File: config.mk
export PLATFORM = sky130hd
export DESIGN_NAME = gobou_mac_ctrl
export DESIGN_NICKNAME = d
export VERILOG_FILES = /design/src/rtl/gobou_pkg.sv /design/src/rtl/gobou_strobe_dly.sv /design/src/rtl/gobou_mac_ctrl.sv
export SDC_FILE = /design/constraint.sdc
export NUM_CORES = 1
export LEC_CHECK = 0
export ABC_AREA = 1
export CAP_MARGIN = 40
export CORE_UTILIZATION = 45
export CTS_CLUSTER_SIZE = 8
export DETAILED_ROUTE_END_ITERATION = 7
export PLACE_DENSITY = 0.77
export SLEW_MARGIN = 5
export SYNTH_ARGS = -nofsm -noshare
export SYNTH_HDL_FRONTEND = slang
export SYNTH_SLANG_ARGS = --single-unit
export TNS_END_PERCENT = 100
File: constraint.sdc
create_clock -name clk -period 1.7 [get_ports clk]
set_input_delay 0.255 -clock clk [delete_from_list [all_inputs] [get_ports clk]]
set_output_delay 0.255 -clock clk [all_outputs]
set_load 0.01 [all_outputs]
File: src/rtl/gobou_pkg.sv
// Shared FSM encoding and pipeline latencies for the gobou MAC lane controller.
package gobou_pkg;

  typedef enum logic [1:0] {
    S_IDLE  = 2'd0,
    S_RUN   = 2'd1,
    S_GAP   = 2'd2,
    S_DRAIN = 2'd3
  } state_t;

  localparam int unsigned MAC_LAT  = 3;
  localparam int unsigned MEM_LAT  = 1;
  localparam int unsigned STRB_DLY = MEM_LAT + MAC_LAT;

endpackage

File: src/rtl/gobou_strobe_dly.sv
// Fixed-depth shift line carrying issue strobes alongside the memory + MAC pipeline.
module gobou_strobe_dly #(
  parameter int unsigned W     = 1,
  parameter int unsigned DEPTH = 4
) (
  input  logic         clk,
  input  logic         xrst,
  input  logic [W-1:0] din,
  output logic [W-1:0] dout
);

  logic [W-1:0] sr [DEPTH];

  always_ff @(posedge clk or negedge xrst) begin
    if (!xrst) begin
      for (int unsigned j = 0; j < DEPTH; j++) sr[j] <= '0;
    end else begin
      sr[0] <= din;
      for (int unsigned j = 1; j < DEPTH; j++) sr[j] <= sr[j-1];
    end
  end

  assign dout = sr[DEPTH-1];

endmodule

File: src/rtl/gobou_mac_ctrl.sv
// Sequencer for one gobou MAC lane: issues x/w reads per neuron and times the MAC strobes.
// Optional read-issue stall port enabled by defining GOBOU_CTRL_STALL_EN.
module gobou_mac_ctrl
  import gobou_pkg::*;
#(
  parameter int unsigned N_W     = 12,
  parameter int unsigned M_W     = 10,
  parameter int unsigned WADDR_W = 22
) (
  input  logic               clk,
  input  logic               xrst,
  input  logic               req,
  input  logic [N_W-1:0]     in_size,
  input  logic [M_W-1:0]     out_size,
`ifdef GOBOU_CTRL_STALL_EN
  input  logic               stall,
`endif
  output logic               busy,
  output logic               done,
  output logic               mem_re,
  output logic [N_W-1:0]     mem_x_addr,
  output logic [WADDR_W-1:0] mem_w_addr,
  output logic               mac_reset,
  output logic               mac_accum_we,
  output logic               mac_out_en,
  output logic               out_valid,
  output logic [M_W-1:0]     out_addr
);

  localparam int unsigned LINE_W = M_W + 2;

  state_t             state_q, state_d;
  logic [N_W-1:0]     n_q, n_d, i_d;
  logic [M_W-1:0]     m_q, m_d, k_q, k_d, k_oe_q;
  logic [WADDR_W-1:0] w_d;
  logic               hold_c, issue_c, last_c, accept_c, empty_job_c;
  logic [LINE_W-1:0]  line_in, line_out;

`ifdef GOBOU_CTRL_STALL_EN
  assign hold_c = stall;
`else
  assign hold_c = 1'b0;
`endif

  assign issue_c     = (state_q == S_RUN) && !hold_c;
  assign last_c      = issue_c && (mem_x_addr == n_q - N_W'(1));
  assign accept_c    = (state_q == S_IDLE) && req;
  assign empty_job_c = (in_size == '0) || (out_size == '0);
  assign mem_re      = issue_c;

  // Next-state and counter update; the gap cycle keeps mac_reset off data cycles.
  always_comb begin
    state_d = state_q;
    n_d     = n_q;
    m_d     = m_q;
    i_d     = mem_x_addr;
    w_d     = mem_w_addr;
    k_d     = k_q;
    case (state_q)
      S_IDLE: begin
        if (accept_c && !empty_job_c) begin
          state_d = S_RUN;
          n_d     = in_size;
          m_d     = out_size;
          i_d     = '0;
          w_d     = '0;
          k_d     = '0;
        end
      end
      S_RUN: begin
        if (issue_c) begin
          w_d = mem_w_addr + WADDR_W'(1);
          if (last_c) begin
            i_d     = '0;
            state_d = (k_q == m_q - M_W'(1)) ? S_DRAIN : S_GAP;
          end else begin
            i_d = mem_x_addr + N_W'(1);
          end
        end
      end
      S_GAP: begin
        k_d     = k_q + M_W'(1);
        state_d = S_RUN;
      end
      S_DRAIN: begin
        if (done) state_d = S_IDLE;
      end
      default: state_d = S_IDLE;
    endcase
  end

  // The line plus the out_en/reset flops below form the STRB_DLY+1 deep strobe path.
  assign line_in = {issue_c, last_c, k_q};

  gobou_strobe_dly #(
    .W     (LINE_W),
    .DEPTH (STRB_DLY)
  ) u_dly (
    .clk  (clk),
    .xrst (xrst),
    .din  (line_in),
    .dout (line_out)
  );

  assign mac_accum_we = line_out[LINE_W-1];

  always_ff @(posedge clk or negedge xrst) begin
    if (!xrst) begin
      state_q    <= S_IDLE;
      n_q        <= '0;
      m_q        <= '0;
      k_q        <= '0;
      k_oe_q     <= '0;
      mem_x_addr <= '0;
      mem_w_addr <= '0;
      busy       <= 1'b0;
      done       <= 1'b0;
      mac_reset  <= 1'b0;
      mac_out_en <= 1'b0;
      out_valid  <= 1'b0;
      out_addr   <= '0;
    end else begin
      state_q    <= state_d;
      n_q        <= n_d;
      m_q        <= m_d;
      k_q        <= k_d;
      mem_x_addr <= i_d;
      mem_w_addr <= w_d;
      busy       <= (state_d != S_IDLE);
      mac_out_en <= line_out[LINE_W-2];
      mac_reset  <= line_out[LINE_W-2] | (accept_c & ~empty_job_c);
      k_oe_q     <= line_out[M_W-1:0];
      out_valid  <= mac_out_en;
      out_addr   <= k_oe_q;
      done       <= (mac_out_en && (k_oe_q == m_q - M_W'(1))) || (accept_c && empty_job_c);
    end
  end

endmodule
; Word-level counts from Yosys, hierarchy flattened
; Cells that the tools add are included.
[op_classes]
n_eq_ne = 7
n_addsub = 5
n_reduce_logical = 17
muxes = 12
n_bitwise = 3
[ops]
columns = cell, count
row1 = case mux 22 bit (2 select lines), 1
row2 = two-way mux 12 bit, 2
row3 = case mux 12 bit (2 select lines), 1
row4 = "adder 22 x 1 -> 22 bit, second input constant", 1
row5 = two-way mux 22 bit, 1
row6 = equality test 10 bit, 2
row7 = case mux 10 bit (2 select lines), 1
row8 = "adder 12 x 1 -> 12 bit, second input constant", 1
row9 = equality test 12 bit, 1
row10 = zero test 12 bit, 1
row11 = "subtractor 12 x 1 -> 12 bit, second input constant", 1
row12 = "adder 10 x 1 -> 10 bit, second input constant", 1
row13 = zero test 10 bit, 1
row14 = two-way mux 10 bit, 1
row15 = "subtractor 10 x 1 -> 10 bit, second input constant", 1
row16 = case mux 2 bit (4 select lines), 1
row17 = two-way mux 2 bit, 3
row18 = AND reduction 2 bit, 3
row19 = nonzero test 2 bit, 3
row20 = logical AND 1 bit, 5
row21 = "equality test 2 bit, second input constant", 2
row22 = "equality test 2 x 1 -> 1 bit, second input constant", 1
row23 = zero test 2 bit, 1
row24 = logical OR 1 bit, 2
row25 = other kinds (6), 6
[word_totals]
elab_cells = 61
output_inout_bits = 51
in_bits = 25
ff_bits = 141

; Logic depth before layout (Yosys ltp)
; Gate-level depths: netlist of the first run.
[depth]
depth_word = 7
depth_mapped = 15
ltp_nobuf = 14

; Modules after synthesis
; A second synthesis of the first run with hierarchy kept.
[hier_totals]
hier_cells = 796
hier_area_um2 = 6566.3
[modules_own_cells]
columns = mod, seq_area_each_um2, instances, cells_per_inst, area_each_um2
row1 = gobou_mac_ctrl, 2327.2, 1, 736, 5275.1
row2 = gobou_strobe_dly, 1201.2, 1, 60, 1291.2

; Worst setup path after synthesis of the first run
; OpenSTA, ideal clock, no wires.
[synth_timing]
kind = register to register
start = register n_q[0]
end = register mem_x_addr[5]
synth_period_minus_slack_ps = 1769
setup_ps = 117
path_buffers = 1
path_stages_with_launch = 15
t_arrival_ps = 1652
setup_slack_ps = -69
cell_sequence = dfrtp_1 -> inv_2 -> ha_1 -> nand2_1 -> nor2_2 -> nand2_1 -> nand2_1 -> inv_1 -> nor2_1 -> nand2_1 -> nor2_2 -> nand3_2 -> buf_6 -> nand3_1 -> nand2_1
[synth_between]
elab_chain_len = 5
[synth_lines]
columns = element, line_no
row1 = start: declaration, gobou_mac_ctrl.sv:33  ; logic [N_W-1:0] n_q, n_d, i_d;
row2 = start signal: assignment, gobou_mac_ctrl.sv:124  ; n_q <= n_d;
row3 = subtractor 12 x 1 -> 12 bit, gobou_mac_ctrl.sv:46  ; assign last_c = issue_c && (mem_x_addr == n_q - N_W'(1));
row4 = equality test 12 bit, gobou_mac_ctrl.sv:46
row5 = logical AND 1 bit, gobou_mac_ctrl.sv:46
row6 = two-way mux 12 bit, gobou_mac_ctrl.sv:73  ; if (last_c) begin
row7 = case mux 12 bit (2 select lines), gobou_mac_ctrl.sv:59  ; case (state_q)
row8 = end signal: assignment, gobou_mac_ctrl.sv:127  ; mem_x_addr <= i_d;
row9 = end: declaration, gobou_mac_ctrl.sv:21  ; output logic [N_W-1:0] mem_x_addr,
; Every way passes these cells.
; A chain may end at the register's enable or synchronous reset.

; Final worst setup path of the first run
[layout_timing]
start = register n_q[1]
end = register mem_x_addr[11]
; Same word-level chain as after synthesis.

==> results.cfg, run 1 <==
[die]
floorplan.die_area_um2 = 14900
fp.dieW_um = 122
ios = 76
fp.coreArea_um2 = 14000
die_h_um = 122
initial_utilization_pct = 46.4
num_rows = 43

[clock_network]
cts_tree = done
cts_sinks = 141
clockRootBuffer = clkbuf_16
clk_pin_slew_ns = 0.06
numCtsBuffers = 17
ctsLongestPathBuffers = 2
cts_max_level = 4
insertion_delay_ns = 0.42

[logic_synthesis]
yosysTopAreaCell = dfrtp_1
synth_most_common_cell = nand2_1
yosys_most_used_dff = dfrtp_1
ys_warn_count = 0
ys_async_sr_fraction_pct = 100
synth.avg_cell_area_um2 = 8.26
netlist_instances = 786
synth_nets = 816
synthDistinctLibCells = 36
yosys-top-cells-count = nand2_1, dfrtp_1, inv_1
ys_top_cells_by_area = dfrtp_1, nand2_1, nand3_1
synth_top_area_share_pct = 54.3
syn_area_um2 = 6490
yosysSeqAreaShare_pct = 54.3
synth_edf_count = 0
synth_seq_cells = 141

[sta]
relSlewSlack_pct = 73.2
worst_slack_ns = -0.114
setup_viol = 15
layout_min_cycle_time_ns = 1.81
report.final.slew_viol_count = 0
max_freq_mhz = 551
skew_ns = 0.00553
tightestPinTransition_ns = 0.402
rsz0062_at_grt = true
finalCritPeriodShare_pct = 107
tns_ns = -1.19
finalHoldViolations = 0

[global_routing]
grt_antenna_before_repair = 0
grt_start_max_net_pins = 46
grt_pass1_vias = 5394
grt_usage_pct = 22.8
grt_pass1_wl_mm = 25.7
overflow = 0

[layout]
instances_no_fill = 1159
drive_gt1_share_pct = 20.2
design_area_um2 = 9020
n_antenna_cell = 0
nFillCells = 1101
fin_nets = 996
area_growth_pct = 38.8

[setup_path]
r2r_start = n_q[1]
start_kind = register
reg2reg_setup_slack_ns = -0.11
cp-end-kind = register
cp.arrival_ns = 2.12
worstPathMaxFanout = 4
path_class = reg2reg
r2r_end = mem_x_addr[11]
cp_data_required_time_ns = 2.01
rr_worst_depth = 12

[pwr]
p_leak_uw = 0.00453
ir_drop_mv = 1.14
powerDensity_nw_per_um2 = 1790

[routing]
wirelength_mm = 16.3
dr.pass1.iters = 7
via_count = 5853
detail-route-antenna-nets = 0
drc = 0
via_per_inst = 5.05
drtIter0Drc = 436
avgRoutedWirePerCell_um = 14.1

[placed_design]
dp_hpwl_mm = 11.6
gp_congestion = 0.893
port_buffers = 75
post-place-ws_ns = -0.437
placed_cells = 1111
dpl-instance-area_um2 = 8110

[run_status]
violations = setup timing
status = finished, violations left

[min_path]
hold_path.class = in2async

[flow_run]
maxCapViolCount = 0
## layout make-up
type	count	area [µm²]	share of cell area (%)
Tap cell	180	225	2.50
Inverter	106	398	4.41
Sequential cell	141	3540	39.2
Clock inverter	14	136	1.51
Multi-Input combinational cell	523	2650	29.3
Clock buffer	18	439	4.87
Timing Repair Buffer	177	1640	18.1
## worst max-delay path by stage
stage                    start              to  slack (ns)
detailed placement  in_size[9]          k_q[8]       -0.44
floorplan               n_q[0]   mem_x_addr[5]        0.01
CTS                     n_q[1]  mem_x_addr[11]       -0.09
finish                  n_q[1]  mem_x_addr[11]       -0.11
global placement    in_size[9]          k_q[1]       -0.35
global route            n_q[1]   mem_x_addr[5]       -0.27
## critical path, cell delays in order, from the launching register on
cell and delay, ns:
dfrtp_1 0.39, buf_4 0.15, nor2_4 0.11, nand2_2 0.09, inv_2 0.08, nand2_2 0.08, o21bai_1 0.20, buf_4 0.14
nand3_1 0.07, nor2_1 0.14, nand3_2 0.12, nand2_1 0.09, nand2_1 0.05
## state kept, by name, indices dropped and copies added, names as in the netlist, 10 cells and up
| register | cells |
|---|---|
| k_oe_q | 10 |
| u_dly.dout | 12 |
| m_q | 10 |
| k_q | 10 |
| mem_x_addr | 12 |
| mem_w_addr | 22 |
| u_dly.sr | 36 |
| out_addr | 10 |
| n_q | 12 |
## placed cells by master, fill, tap and decap left out, drive strengths merged, types with 2 or more instances in the layout
| master | instances |
|---|---|
| a21oi | 25 |
| buf | 101 |
| clkbuf | 19 |
| clkdlybuf4s50 | 55 |
| clkinv | 6 |
| clkinvlp | 2 |
| dfrtp | 141 |
| dlygate4sd2 | 11 |
| dlymetal6s2s | 7 |
| ha | 5 |
| inv | 111 |
| mux2i | 3 |
| nand2 | 212 |
| nand3 | 84 |
| nand4 | 18 |
| nor2 | 88 |
| nor3 | 9 |
| nor4 | 4 |
| o21ai | 41 |
| o22ai | 4 |
| o31ai | 2 |
| xnor2 | 5 |
| xor2 | 15 |
## kinds of logic (layout without fill, tap and decap cells)
group | count (synthesis) | count (layout) | share of synthesized area, %
adder cells (fa/ha/maj) | 5 | 5 | 0.963
buffers and inverters | 122 | 315 | 7.55
AO/OA/AOI/OAI | 76 | 76 | 6.24
multiplexers | 3 | 3 | 0.462
AND/OR/NAND/NOR | 419 | 419 | 27.7
XOR/XNOR | 20 | 20 | 2.70
flip-flops | 141 | 141 | 54.3
## where the power goes
part           internal, µW  total [µW]  switching (µW)  leakage [µW]
Sequential             4680        5710            1020       0.00162
Clock                  2080        3550            1470      0.000280
Combinational          3230        6880            3650       0.00263
## metal layers
metal,share of wire [%],GRT usage [%],up-vias
met5,0,0,-
met4,1.9,8.38,0
met3,4.5,5.24,29
met2,47,35.7,158
met1,46,30.8,2785
li1,-,-,2881
## timing repair
action / CTS / global route
gates cloned: 1 / 0
pin swaps: 4 / 10
resized for setup: 40 / 37
endpoints found under the setup margin: 43 / 45
hold buffers: 1 / 0
endpoints found under the hold margin: 37 / 0
buffers inserted: 5 / 9
## through the flow
step	power [µW]	hold slack [ns]	util, %
CTS	15900	0.299	63.3
finish	16100	0.287	64.5
global route	17200	0.321	64.5
detailed placement	12000	0.187	58.0
floorplan	8990	-0.0406	-
global placement	11800	0.177	58.0
No activity file was read; power rests on OpenSTA's default activity.
==> run 2: changes to the inputs <==
--- a/config.mk
+++ b/config.mk
@@ -7,6 +7,7 @@
 export LEC_CHECK = 0
 export ABC_AREA = 1
 export CAP_MARGIN = 40
+export CORE_MARGIN = 4
 export CORE_UTILIZATION = 45
 export CTS_CLUSTER_SIZE = 8
 export DETAILED_ROUTE_END_ITERATION = 7
@@ -14,5 +15,6 @@
 export SLEW_MARGIN = 5
 export SYNTH_ARGS = -nofsm -noshare
 export SYNTH_HDL_FRONTEND = slang
+export SYNTH_HIERARCHICAL = 1
 export SYNTH_SLANG_ARGS = --single-unit
 export TNS_END_PERCENT = 100
==> run 2 against run 1 <==
Effect of this change: the flow still finishes with violations (setup timing); via count up 1.1%; wire length up 2.3%; cell area down 0.19%; sequential power about the same; clock power up 6.2%; worst hold slack better by 0.0057 ns; clock skew up 0.0028 ns; synthesized area up 1.1%; critical path depth up 1; final cell count down 1.1%; clock-buffer cell count unchanged; maximum frequency down 4.6%; critical endpoint is now mem_x_addr[0]; largest cell class unchanged; highest routed layer unchanged.
==> results.cfg, run 2 <==
[run_status]
status = finished, violations left
violations = setup timing

[logic_synthesis]
yosys-top-cells-count = nand2_1, dfrtp_1, inv_1
ys_top_cells_by_area = dfrtp_1, nand2_1, inv_1
syn_area_um2 = 6570
synth_nets = 826
synth_top_area_share_pct = 53.7
synth_edf_count = 0
synth_mux_area_share_pct = 0.457
synthAdderAreaFrac_pct = 0.953
synth_most_common_cell = nand2_1
synthSimpleGateAreaFrac_pct = 28.4
yosys_most_used_dff = dfrtp_1
synth.avg_cell_area_um2 = 8.25
ys_warn_count = 6
synth-xor-area-share_pct = 2.00
synth_seq_cells = 141
yosysTopAreaCell = dfrtp_1
synth_top_family_by_area = simple AND/OR/NAND/NOR gates
ys_async_sr_fraction_pct = 100
synthDistinctLibCells = 36
synth_compound_area_share_pct = 6.06
yosysSeqAreaShare_pct = 53.7
netlist_instances = 796

[sta]
tightestPinTransition_ns = 0.370
skew_ns = 0.00835
worst_slack_ns = -0.200
setup_viol = 15
layout_min_cycle_time_ns = 1.90
rsz0062_at_grt = true
relSlewSlack_pct = 75.1
finalCritPeriodShare_pct = 112
finalHoldViolations = 0
report.final.slew_viol_count = 0
max_freq_mhz = 526
hold_slack_ns = 0.292

[layout]
fin_nets = 983
regMostFlops = u_dly/sr
n_antenna_cell = 0
largestRegisters = u_dly/sr: 36 flops, mem_w_addr: 22 flops
instances_no_fill = 1146
area_growth_pct = 37.0
final_cell_mix = nand2_1, dfrtp_1, inv_1
largest_reg_flops = 36
final_common_cell = nand2_1
drive_gt1_share_pct = 20.1
utilization_pct = 63.8

[pwr]
powerDensity_nw_per_um2 = 1840
power_frac_comb_pct = 42.6
finalPower_uw = 16500
p_leak_uw = 0.00450
p_switching_uw = 6330
seqPwrFrac_pct = 34.6
cell_internal_pwr_uw = 10200
p_clk_share_pct = 22.8
swShare_pct = 38.3
ir_drop_mv = 1.38

[routing]
avgRoutedWirePerCell_um = 14.6
drc = 0
wirelength_mm = 16.7
drtIter0Drc = 471
via_per_inst = 5.17
dr.pass1.iters = 6
detail-route-antenna-nets = 0
via_count = 5920

[placed_design]
port_buffers = 75
placed_cells = 1096
dp_hpwl_mm = 11.5
gp_congestion = 0.929

[setup_path]
worstSetupPathDepth = 13
cp_cell_sequence = inv_2, ha_4, buf_12, nand2_8, nor2_4, nand3_2, nand2_2, nand2_2, nor2_4, nand3_4, buf_12, nand3_1, nand2_1
path_delay_family = simple AND/OR/NAND/NOR gates
cp.arrival_ns = 2.21
crit_buf_inv = 3
start_kind = register
cp_slowest_cell = dfrtp_1
path_class = reg2reg
worstPathMaxFanout = 7
cp_data_required_time_ns = 2.01
rr_worst_depth = 13
cp-end-kind = register
max_stage_delay_ns = 0.39

[die]
fp.dieW_um = 129
ios = 76
die_h_um = 129
floorplan.die_area_um2 = 16600
fp.coreArea_um2 = 14100
initial_utilization_pct = 46.6
num_rows = 43

[global_routing]
grt_start_max_net_pins = 45
grt_pass1_vias = 5633
grt_usage_pct = 20.6
grt_pass1_wl_mm = 27.0
grt_antenna_before_repair = 0
overflow = 0

[clock_network]
cts_sinks = 141
clockRootBuffer = clkbuf_16
ctsLongestPathBuffers = 2
numCtsBuffers = 17
cts_tree = done
cts_max_level = 4
insertion_delay_ns = 0.42
clk_pin_slew_ns = 0.06

[flow_run]
maxCapViolCount = 0

[min_path]
hold_path.class = in2async
run 2: cell count changes in the layout (fill, tap and decap cells not counted), moves of 3 or more:
cell / delta
nand4_1: -8
a21oi_1: -4
nand2_2: +3
dlymetal6s2s_1: +5
nor2_1: +7
nand2_1: +3
clkinv_4: -3
nand3_1: -11
xor2_1: -7
buf_4: -13
run 2: final cells by class:
| class | instances | area, µm² |
|---|---|---|
| Clock buffer | 18 | 439 |
| Fill cell | 1132 | 5100 |
| Multi-Input combinational cell | 524 | 2710 |
| Sequential cell | 141 | 3540 |
| Clock inverter | 14 | 166 |
| Inverter | 106 | 398 |
| Timing Repair Buffer | 163 | 1520 |
| Tap cell | 180 | 225 |
run 2: cell families (layout without fill, tap and decap cells):
family / count (synthesis) / in the layout
AOI/OAI and AO/OA: 75 / 75
xor gates and xnor gates: 15 / 15
adders and majority gates: 5 / 5
buffers and inverters: 131 / 301
DFF: 141 / 141
muxes: 3 / 3
and+or+nand+nor: 426 / 426
run 2: per-layer routing:
layer	GRT usage, %	vias to the layer above	routed length, µm
met3	5.85	31	1060
met2	31.6	223	7830
met1	28.3	2823	7530
li1	-	2843	-
met5	0	-	0
met4	6.92	0	291
run 2: worst paths after layout:
| path | slack, ns | to | from |
|---|---|---|---|
| worst min-delay path | 0.29 | mem_w_addr[20] | xrst |
| worst min register to register | 0.34 | u_dly/sr[24] | u_dly/sr[36] |
| worst max register to register | -0.20 | mem_x_addr[0] | n_q[1] |
| max in group asynchronous | 0.81 | n_q[3] | xrst |
| worst max-delay path | -0.20 | mem_x_addr[0] | n_q[1] |
| min in group clk | 0.34 | u_dly/sr[24] | u_dly/sr[36] |
run 2: what timing repair did:
item / in CTS / in global routing
gates cloned: 1 / 0
hold endpoints to repair: 27 / 0
pin swaps: 14 / 20
buffers inserted: 9 / 8
endpoints found under the setup margin: 88 / 70
hold buffers: 1 / 0
gates resized for setup: 43 / 45
run 2: power groups by stage:
stage	clock (µW)	combinational [µW]	sequential (µW)
floorplan	0	3560	5780
global placement	0	6190	5720
detailed placement	0	6350	5750
CTS	3840	6660	5710
global route	3990	7810	5880
finish	3770	7030	5720
run 2: through the flow:
stage               setup TNS (ns)  setup WS [ns]  cell area (µm²)
floorplan                        0         0.0309             6580
global placement            -32.18         -0.511             7990
detailed placement          -34.43         -0.557             7990
CTS                          -2.13         -0.173             8780
global route                 -4.49         -0.320             9000
finish                       -2.57         -0.200             9000
